$ cat src/rtl/alu_serial_tx.sv
`default_nettype none
// ============================================================================
//  Module   : alu_serial_tx
//  Purpose  : Serialises a parallel ALU result word onto a single line.
//             Frame = start bit, DATA_W data bits LSB first, optional even
//             parity bit, stop bit. Parallel side uses valid/ready.
//  Revision : 1.0  initial release
// ============================================================================
module alu_serial_tx #(
    parameter int DATA_W       = 8,
    parameter int CLKS_PER_BIT = 4,
    parameter int PARITY_EN    = 1
) (
    input  logic              clk,
    input  logic              rst,
    input  logic [DATA_W-1:0] in_data,
    input  logic              in_valid,
    output logic              in_ready,
    output logic              tx,
    output logic              busy,
    output logic              done
);

    localparam int CYC_W = $clog2(CLKS_PER_BIT);
    localparam int BIT_W = (DATA_W > 1) ? $clog2(DATA_W) : 1;
    localparam logic [CYC_W-1:0] CYC_LAST = CYC_W'(CLKS_PER_BIT - 1);
    localparam logic [BIT_W-1:0] BIT_LAST = BIT_W'(DATA_W - 1);

    typedef enum logic [2:0] {
        S_IDLE   = 3'd0,
        S_START  = 3'd1,
        S_DATA   = 3'd2,
        S_PARITY = 3'd3,
        S_STOP   = 3'd4
    } state_t;

    state_t              state_q;
    logic [DATA_W-1:0]   shift_q;
    logic [DATA_W-1:0]   shift_d;
    logic                parity_q;
    logic [CYC_W-1:0]    cyc_q;
    logic [BIT_W-1:0]    bit_q;
    logic                tx_q;
    logic                busy_q;
    logic                done_q;
    logic                in_ready_q;
    logic                slot_end;
    logic                accept;

    // Bit-slot boundary, next shift value and handshake qualifier
    always_comb begin
        slot_end = (cyc_q == CYC_LAST);
        shift_d  = shift_q >> 1;
        accept   = in_valid && in_ready_q;
    end

    // Frame sequencer; every output is driven from a register
    always_ff @(posedge clk) begin
        if (rst) begin
            state_q    <= S_IDLE;
            shift_q    <= '0;
            parity_q   <= 1'b0;
            cyc_q      <= '0;
            bit_q      <= '0;
            tx_q       <= 1'b1;
            busy_q     <= 1'b0;
            done_q     <= 1'b0;
            in_ready_q <= 1'b1;
        end else begin
            // done is a single-cycle strobe, raised only on the STOP exit
            done_q <= 1'b0;
            case (state_q)
                S_IDLE: begin
                    if (accept) begin
                        shift_q    <= in_data;
                        parity_q   <= ^in_data;
                        state_q    <= S_START;
                        tx_q       <= 1'b0;
                        busy_q     <= 1'b1;
                        in_ready_q <= 1'b0;
                        cyc_q      <= '0;
                        bit_q      <= '0;
                    end
                end
                S_START: begin
                    if (slot_end) begin
                        cyc_q   <= '0;
                        state_q <= S_DATA;
                        tx_q    <= shift_q[0];
                    end else begin
                        cyc_q <= cyc_q + CYC_W'(1);
                    end
                end
                S_DATA: begin
                    if (slot_end) begin
                        cyc_q   <= '0;
                        shift_q <= shift_d;
                        if (bit_q == BIT_LAST) begin
                            bit_q <= '0;
                            if (PARITY_EN != 0) begin
                                state_q <= S_PARITY;
                                tx_q    <= parity_q;
                            end else begin
                                state_q <= S_STOP;
                                tx_q    <= 1'b1;
                            end
                        end else begin
                            bit_q <= bit_q + BIT_W'(1);
                            tx_q  <= shift_d[0];
                        end
                    end else begin
                        cyc_q <= cyc_q + CYC_W'(1);
                    end
                end
                S_PARITY: begin
                    if (slot_end) begin
                        cyc_q   <= '0;
                        state_q <= S_STOP;
                        tx_q    <= 1'b1;
                    end else begin
                        cyc_q <= cyc_q + CYC_W'(1);
                    end
                end
                S_STOP: begin
                    if (slot_end) begin
                        cyc_q      <= '0;
                        state_q    <= S_IDLE;
                        tx_q       <= 1'b1;
                        busy_q     <= 1'b0;
                        done_q     <= 1'b1;
                        in_ready_q <= 1'b1;
                    end else begin
                        cyc_q <= cyc_q + CYC_W'(1);
                    end
                end
                default: begin
                    state_q    <= S_IDLE;
                    tx_q       <= 1'b1;
                    busy_q     <= 1'b0;
                    in_ready_q <= 1'b1;
                    cyc_q      <= '0;
                    bit_q      <= '0;
                end
            endcase
        end
    end

    assign tx       = tx_q;
    assign busy     = busy_q;
    assign done     = done_q;
    assign in_ready = in_ready_q;

endmodule
`default_nettype wire

$ cat config.mk
export PLATFORM = sky130hd
export DESIGN_NAME = alu_serial_tx
export DESIGN_NICKNAME = d
export VERILOG_FILES = /design/src/rtl/alu_serial_tx.sv
export SDC_FILE = /design/constraint.sdc
export NUM_CORES = 1
export LEC_CHECK = 0
export CAP_MARGIN = 40
export CELL_PAD_IN_SITES_DETAIL_PLACEMENT = 1
export CELL_PAD_IN_SITES_GLOBAL_PLACEMENT = 1
export CORE_UTILIZATION = 43
export CTS_BUF_LIST = sky130_fd_sc_hd__clkbuf_8
export DETAILED_ROUTE_END_ITERATION = 12
export PLACE_DENSITY = 0.92
export SETUP_SLACK_MARGIN = 0.4
export SKIP_LAST_GASP = 1
export SYNTH_ARGS = -nofsm -noshare
export SYNTH_HDL_FRONTEND = slang
export SYNTH_SLANG_ARGS = --single-unit
export TNS_END_PERCENT = 1
$ cat constraint.sdc
create_clock -name clk -period 1.64 [get_ports clk]
set_input_delay 0.164 -clock clk [delete_from_list [all_inputs] [get_ports clk]]
set_output_delay 0.164 -clock clk [all_outputs]
set_load 0.05 [all_outputs]
# After elaboration in Yosys (flattened, before gate mapping)
# Cells that the tools add are included.
[op_classes]
n_addsub = 2
eq_ne = 13
n_mux = 28
bitwise_logic = 3
n_reduce_logical = 15
[ops]
columns = ["operator", "count"]
rows = [
  ["two-way mux 3 bit", 9],
  ["two-way mux 8 bit", 2],
  ["case mux 8 bit (2 select lines)", 1],
  ["case mux 3 bit (5 select lines)", 1],
  ["inequality test 2 bit, second input constant", 6],
  ["case mux 3 bit (3 select lines)", 1],
  ["AND reduction 3 bit", 3],
  ["two-way mux 1 bit", 8],
  ["parity 8 bit", 1],
  ["equality test 3 x 2 -> 1 bit, second input constant", 2],
  ["equality test 3 bit, second input constant", 2],
  ["case mux 1 bit (3 select lines)", 2],
  ["AND reduction 6 bit", 1],
  ["OR reduction 3 bit", 2],
  ["two-way mux 2 bit", 2],
  ["case mux 1 bit (4 select lines)", 1],
  ["case mux 2 bit (2 select lines)", 1],
  ["AND reduction 4 bit", 1],
  ["OR reduction 2 bit", 2],
  ["OR reduction 4 bit", 1],
  ["adder 3 x 1 -> 3 bit, second input constant", 1],
  ["equality test 3 x 1 -> 1 bit, second input constant", 1],
  ["logical NOT 3 bit", 1],
  ["NOT 1 bit", 3],
  ["other kinds (6)", 6],
]
[totals]
reg_bits = 21
in_bits = 11
out_inout_bits = 4
wordCells = 70

# Logic depth before layout (Yosys ltp)
[depth]
depth_word = 4
mapped_depth = 6
ltp_nobuf = 6

# Worst setup path before layout
# No wires, ideal clock.
[synth_timing]
path_type = "register to register"
startpoint = "register in_ready_q, in the netlist in_ready"
endpoint = "register shift_q[2]"
setup_time_ns = 0.086
arrival_time_ns = 1.620
required_time_ns = 1.554
setup_slack_ns = -0.066
path_stages_with_launch = 6
n_path_buf = 1
synth_period_minus_slack_ns = 1.706
cell_sequence = "dfxtp_1 nand3b_1 a211oi_4 buf_6 nor2_1 a211oi_1"
[synth_between]
elab_chain_len = 3
[synth_lines]
columns = ["item", "line_no", "source"]
rows = [
  ["start: declaration", "46", "logic in_ready_q;"],
  ["start signal: assignment", "68", "in_ready_q <= 1'b1;"],
  ["start signal: assignment", "80", "in_ready_q <= 1'b0;"],
  ["start signal: assignment", "131", "in_ready_q <= 1'b1;"],
  ["logical AND 1 bit", "54", "accept = in_valid && in_ready_q;"],
  ["inequality test 2 bit (no line)", "--", ""],
  ["AND reduction 3 bit (no line)", "--", ""],
  ["end signal: assignment", "75", "shift_q <= in_data;"],
  ["end signal: assignment", "97", "shift_q <= shift_d;"],
  ["end: declaration", "38", "logic [DATA_W-1:0] shift_q;"],
]
# Every way passes these cells.
# A chain may end at the register's enable or synchronous reset.

# Worst setup path in the final report
[layout_timing]
startpoint = "register bit_q[0]"
endpoint = "register tx_q, in the netlist tx"
[layout_between]
elab_chain_len = 4
[layout_lines]
columns = ["item", "line_no", "source"]
rows = [
  ["start: declaration", "42", "logic [BIT_W-1:0] bit_q;"],
  ["start signal: assignment", "108", "bit_q <= bit_q + BIT_W'(1);"],
  ["equality test 3 bit", "98", "if (bit_q == BIT_LAST) begin"],
  ["two-way mux 1 bit", "98", ""],
  ["two-way mux 1 bit", "95", "if (slot_end) begin"],
  ["case mux 1 bit (4 select lines)", "72", "case (state_q)"],
  ["end signal: assignment", "89", "tx_q <= shift_q[0];"],
  ["end signal: assignment", "102", "tx_q <= parity_q;"],
  ["end signal: assignment", "109", "tx_q <= shift_d[0];"],
  ["end: declaration", "43", "logic tx_q;"],
]
# Every way passes these cells. The select of a mux whose other input is x is not followed.

==> results.sh <==
export IMPL_clk_pin_slew_ns=0.08
export IMPL_rsz0062_at_grt="yes"
export IMPL_cp_arrival_ns=1.70
export IMPL_tightest_slew_ns=0.4987
export IMPL_maxSlewViolCount=0
export IMPL_antenna_found_initial=0
export IMPL_gr_total_overflow=0
export IMPL_grt_pass1_wl_mm=5.906
export IMPL_path_cells="ha_2 -> ha_4 -> mux2i_2 -> nor2_1 -> and4bb_1 -> o21bai_1"
export IMPL_synthMuxAreaShare_pct=7.818
export IMPL_io_pins=15
export IMPL_leakage_uw=0.0006977
export IMPL_diodes=0
export IMPL_critPathMaxFanout=4
export IMPL_initial_core_util_pct=46.10
export IMPL_critPathKind="flip-flop to flip-flop"
export IMPL_avgViaCountPerCell=5.806
export IMPL_stdcell_count=186
export IMPL_drc_errors=0
export IMPL_placed_cell_area_mm2=0.001360
export IMPL_synth_main_ff_cell="dfxtp_1"
export IMPL_hold_violations=0
export IMPL_fin_skew_ns=0.003129
export IMPL_gp_congestion=0.7170
export IMPL_post_drt_wl_per_cell_um=21.18
export IMPL_cap_violations=0
export IMPL_synthSimpleGateAreaFrac_pct=20.96
export IMPL_min_path_type="flip-flop to flip-flop"
export IMPL_synthCells=121
export IMPL_yosys_warnings=0
export IMPL_critical_path_slowest_cell="dfxtp_4"
export IMPL_first_pass_iters=4
export IMPL_cts_made_buffers=3
export IMPL_root_buffer="clkbuf_8"
export IMPL_synth_largest_area_cell="dfxtp_1"
export IMPL_critPathRequiredTime_ns=1.78
export IMPL_synth_top_family_by_area="simple AND/OR/NAND/NOR gates"
export IMPL_vias=1080
export IMPL_setup_violations_final=0
export IMPL_critPathMaxStageDelay_ns=0.38
export IMPL_die_width_um=53.77
export IMPL_min_period_over_period_pct=95.09
export IMPL_track_usage_pct=30.07
export IMPL_synth_edf_count=0
export IMPL_synth_seq_cells=21
export IMPL_numClockSinks=21
export IMPL_max_freq_mhz=641.2
export IMPL_endpoint_kind="flip-flop"
export IMPL_yosysSeqAreaShare_pct=36.48
export IMPL_synth_compound_area_share_pct=18.13
export IMPL_core_area_mm2=0.002500
export IMPL_final_nets=171
export IMPL_ant_nets=0
export IMPL_htreeDepth=1
export IMPL_synth_fp_nets=135
export IMPL_areaGrowthSynthToFinish_pct=42.45
export IMPL_dpl_cell_count=164
export IMPL_drtIter0Drc=13
export IMPL_power_density_mw_per_mm2=959.6
export IMPL_synthXorXnorAreaFrac_pct=6.840
export IMPL_rows=18
export IMPL_postSynth_asyncResetShare_pct=0
export IMPL_netlist_area_mm2=0.001152
export IMPL_slew_headroom_pct=66.89
export IMPL_clock_latency_ns=0.26
export IMPL_synth_area_per_cell_um2=9.524
export IMPL_outcome="completed"
export IMPL_holdBufCountCts=0
export IMPL_first_global_vias=1178
export IMPL_netlist_area_leader_share_pct=36.48
export IMPL_final_cell_area_mm2=0.001642
export IMPL_synth_cell_type_count=38
export IMPL_ir_drop_uv=699.0
export IMPL_start_kind="flip-flop"
export IMPL_layout_drive_gt1_share_pct=36.54
export IMPL_synthTopCellsByArea="dfxtp_1 36%, mux2i_1 7.8%, a211oi_1 5.9%, xnor2_1 5.3%, nor2_1 5.2%"
export IMPL_cts_max_path_buffers=2
export IMPL_min_period_ns=1.559
export IMPL_routed_wl_mm=3.940
export IMPL_hpwl_mm=2.079
export IMPL_port_buffers=14
export IMPL_die_area_mm2=0.002891
export IMPL_synthAdderAreaFrac_pct=3.257
export IMPL_grt_max_degree=15
export IMPL_die_h_um=53.77
export IMPL_tritoncts="built"
-- cell usage in the layout (no fill, tap or decap), types with 2 or more instances in the layout --
cell type,Yosys,routed
buf_4,0,19
nor2_1,16,15
dfxtp_1,21,14
clkdlybuf4s50_1,0,9
mux2i_1,9,8
a21oi_1,7,7
xnor2_1,7,7
nand2_1,5,5
a211oi_2,1,5
dfxtp_4,0,5
inv_1,3,4
a211oi_1,9,4
nand3_1,3,3
nor3_1,3,3
clkbuf_8,0,3
dlygate4sd2_1,0,3
buf_6,5,3
or3b_4,1,2
o21ai_1,2,2
a211oi_4,1,2
o21ai_0,2,2
nor2_2,1,2
xor2_1,2,2
ha_4,0,2
dfxtp_2,0,2
buf_12,0,2
-- worst paths after layout --
check	startpoint	to	slack, ns	cells past startpoint
setup / recovery	bit_q[0]	tx	0.08	6
hold / removal	shift_q[7]	shift_q[7]	0.48	2
setup reg to reg	bit_q[0]	tx	0.08	6
hold reg to reg	shift_q[7]	shift_q[7]	0.48	2
-- registers in the layout (all words and copies together) (netlist names) --
| register | cells |
|---|---|
| bit_q | 3 |
| busy | 1 |
| cyc_q | 2 |
| done | 1 |
| in_ready | 1 |
| parity_q | 1 |
| shift_q | 8 |
| state_q | 3 |
| tx | 1 |
-- critical path, delay by kind of cell, from the launching register on --
| kind | cells | cell delay, ns |
|---|---|---|
| AOI/OAI and AO/OA | 1 | 0.10 |
| adders and majority gates | 2 | 0.38 |
| DFF | 1 | 0.38 |
| muxes | 1 | 0.23 |
| and+or+nand+nor | 2 | 0.36 |
-- cell usage after synthesis, drive strengths merged, types with 2 or more instances --
cell type  instances
o21ai              4
ha                 3
a21oi              7
dfxtp             21
a211oi            11
nor2              18
inv                3
or3                2
mux2i              9
nand2              6
xnor2              7
buf                5
xor2               2
clkbuf             2
nor3               4
nand3              3
-- logic make-up after synthesis --
group                      after synthesis
adders and majority gates                3
buffers and inverters                   10
DFF                                     21
muxes                                    9
AOI/OAI and AO/OA                       28
xor gates and xnor gates                 9
and+or+nand+nor                         41
-- per-stage QoR --
| step | hold WS [ns] | setup slack [ns] | total power, uW | TNS, ns | util [%] |
|---|---|---|---|---|---|
| 4_1_cts | 0.4740 | 0.1794 | 1535 | 0 | 63.81 |
| 6_report | 0.4822 | 0.08052 | 1575 | 0 | 65.67 |
| 5_1_grt | 0.5081 | 0.05178 | 1647 | 0 | 65.67 |
| 3_3_place_gp | 0.4445 | -0.01127 | 1059 | -0.01127 | 54.40 |
| 2_1_floorplan | 0.3045 | 0.2618 | 963.9 | 0 | - |
| 3_5_place_dp | 0.4608 | -0.09428 | 1088 | -0.2646 | 54.40 |
-- layer usage --
| layer | wire, um | GRT usage (%) | vias to the layer above |
|---|---|---|---|
| met3 | 82 | 4.520 | 10 |
| met1 | 1618 | 31.55 | 539 |
| met4 | 112 | 13.60 | 0 |
| met2 | 2126 | 57.61 | 26 |
| li1 | - | - | 505 |
| met5 | 0 | 0 | - |
-- power by group --
group	switching, uW	leakage (uW)	internal, uW	total (uW)
clock	169	0.0000269	167	336
sequential	85.0	0.000176	575	660
combinational	288	0.000495	292	580
-- final cells by class --
cell class / count / area [um^2]
fill: 262 / 858.3
clock buffer: 3 / 41.29
clock inverter: 1 / 3.754
inverter: 3 / 11.26
sequential: 21 / 441.7
multi-input combinational: 91 / 758.2
tap: 30 / 37.54
timing repair buffer: 37 / 347.8
-- what timing repair did --
item,in CTS,in global routing
resized for setup,24,7
gates cloned,1,0
endpoints found under the setup margin,21,20
pin swaps,13,2
setup buffers,14,3
endpoints found under the hold margin,0,0
(Power assumes the default switching activity.)
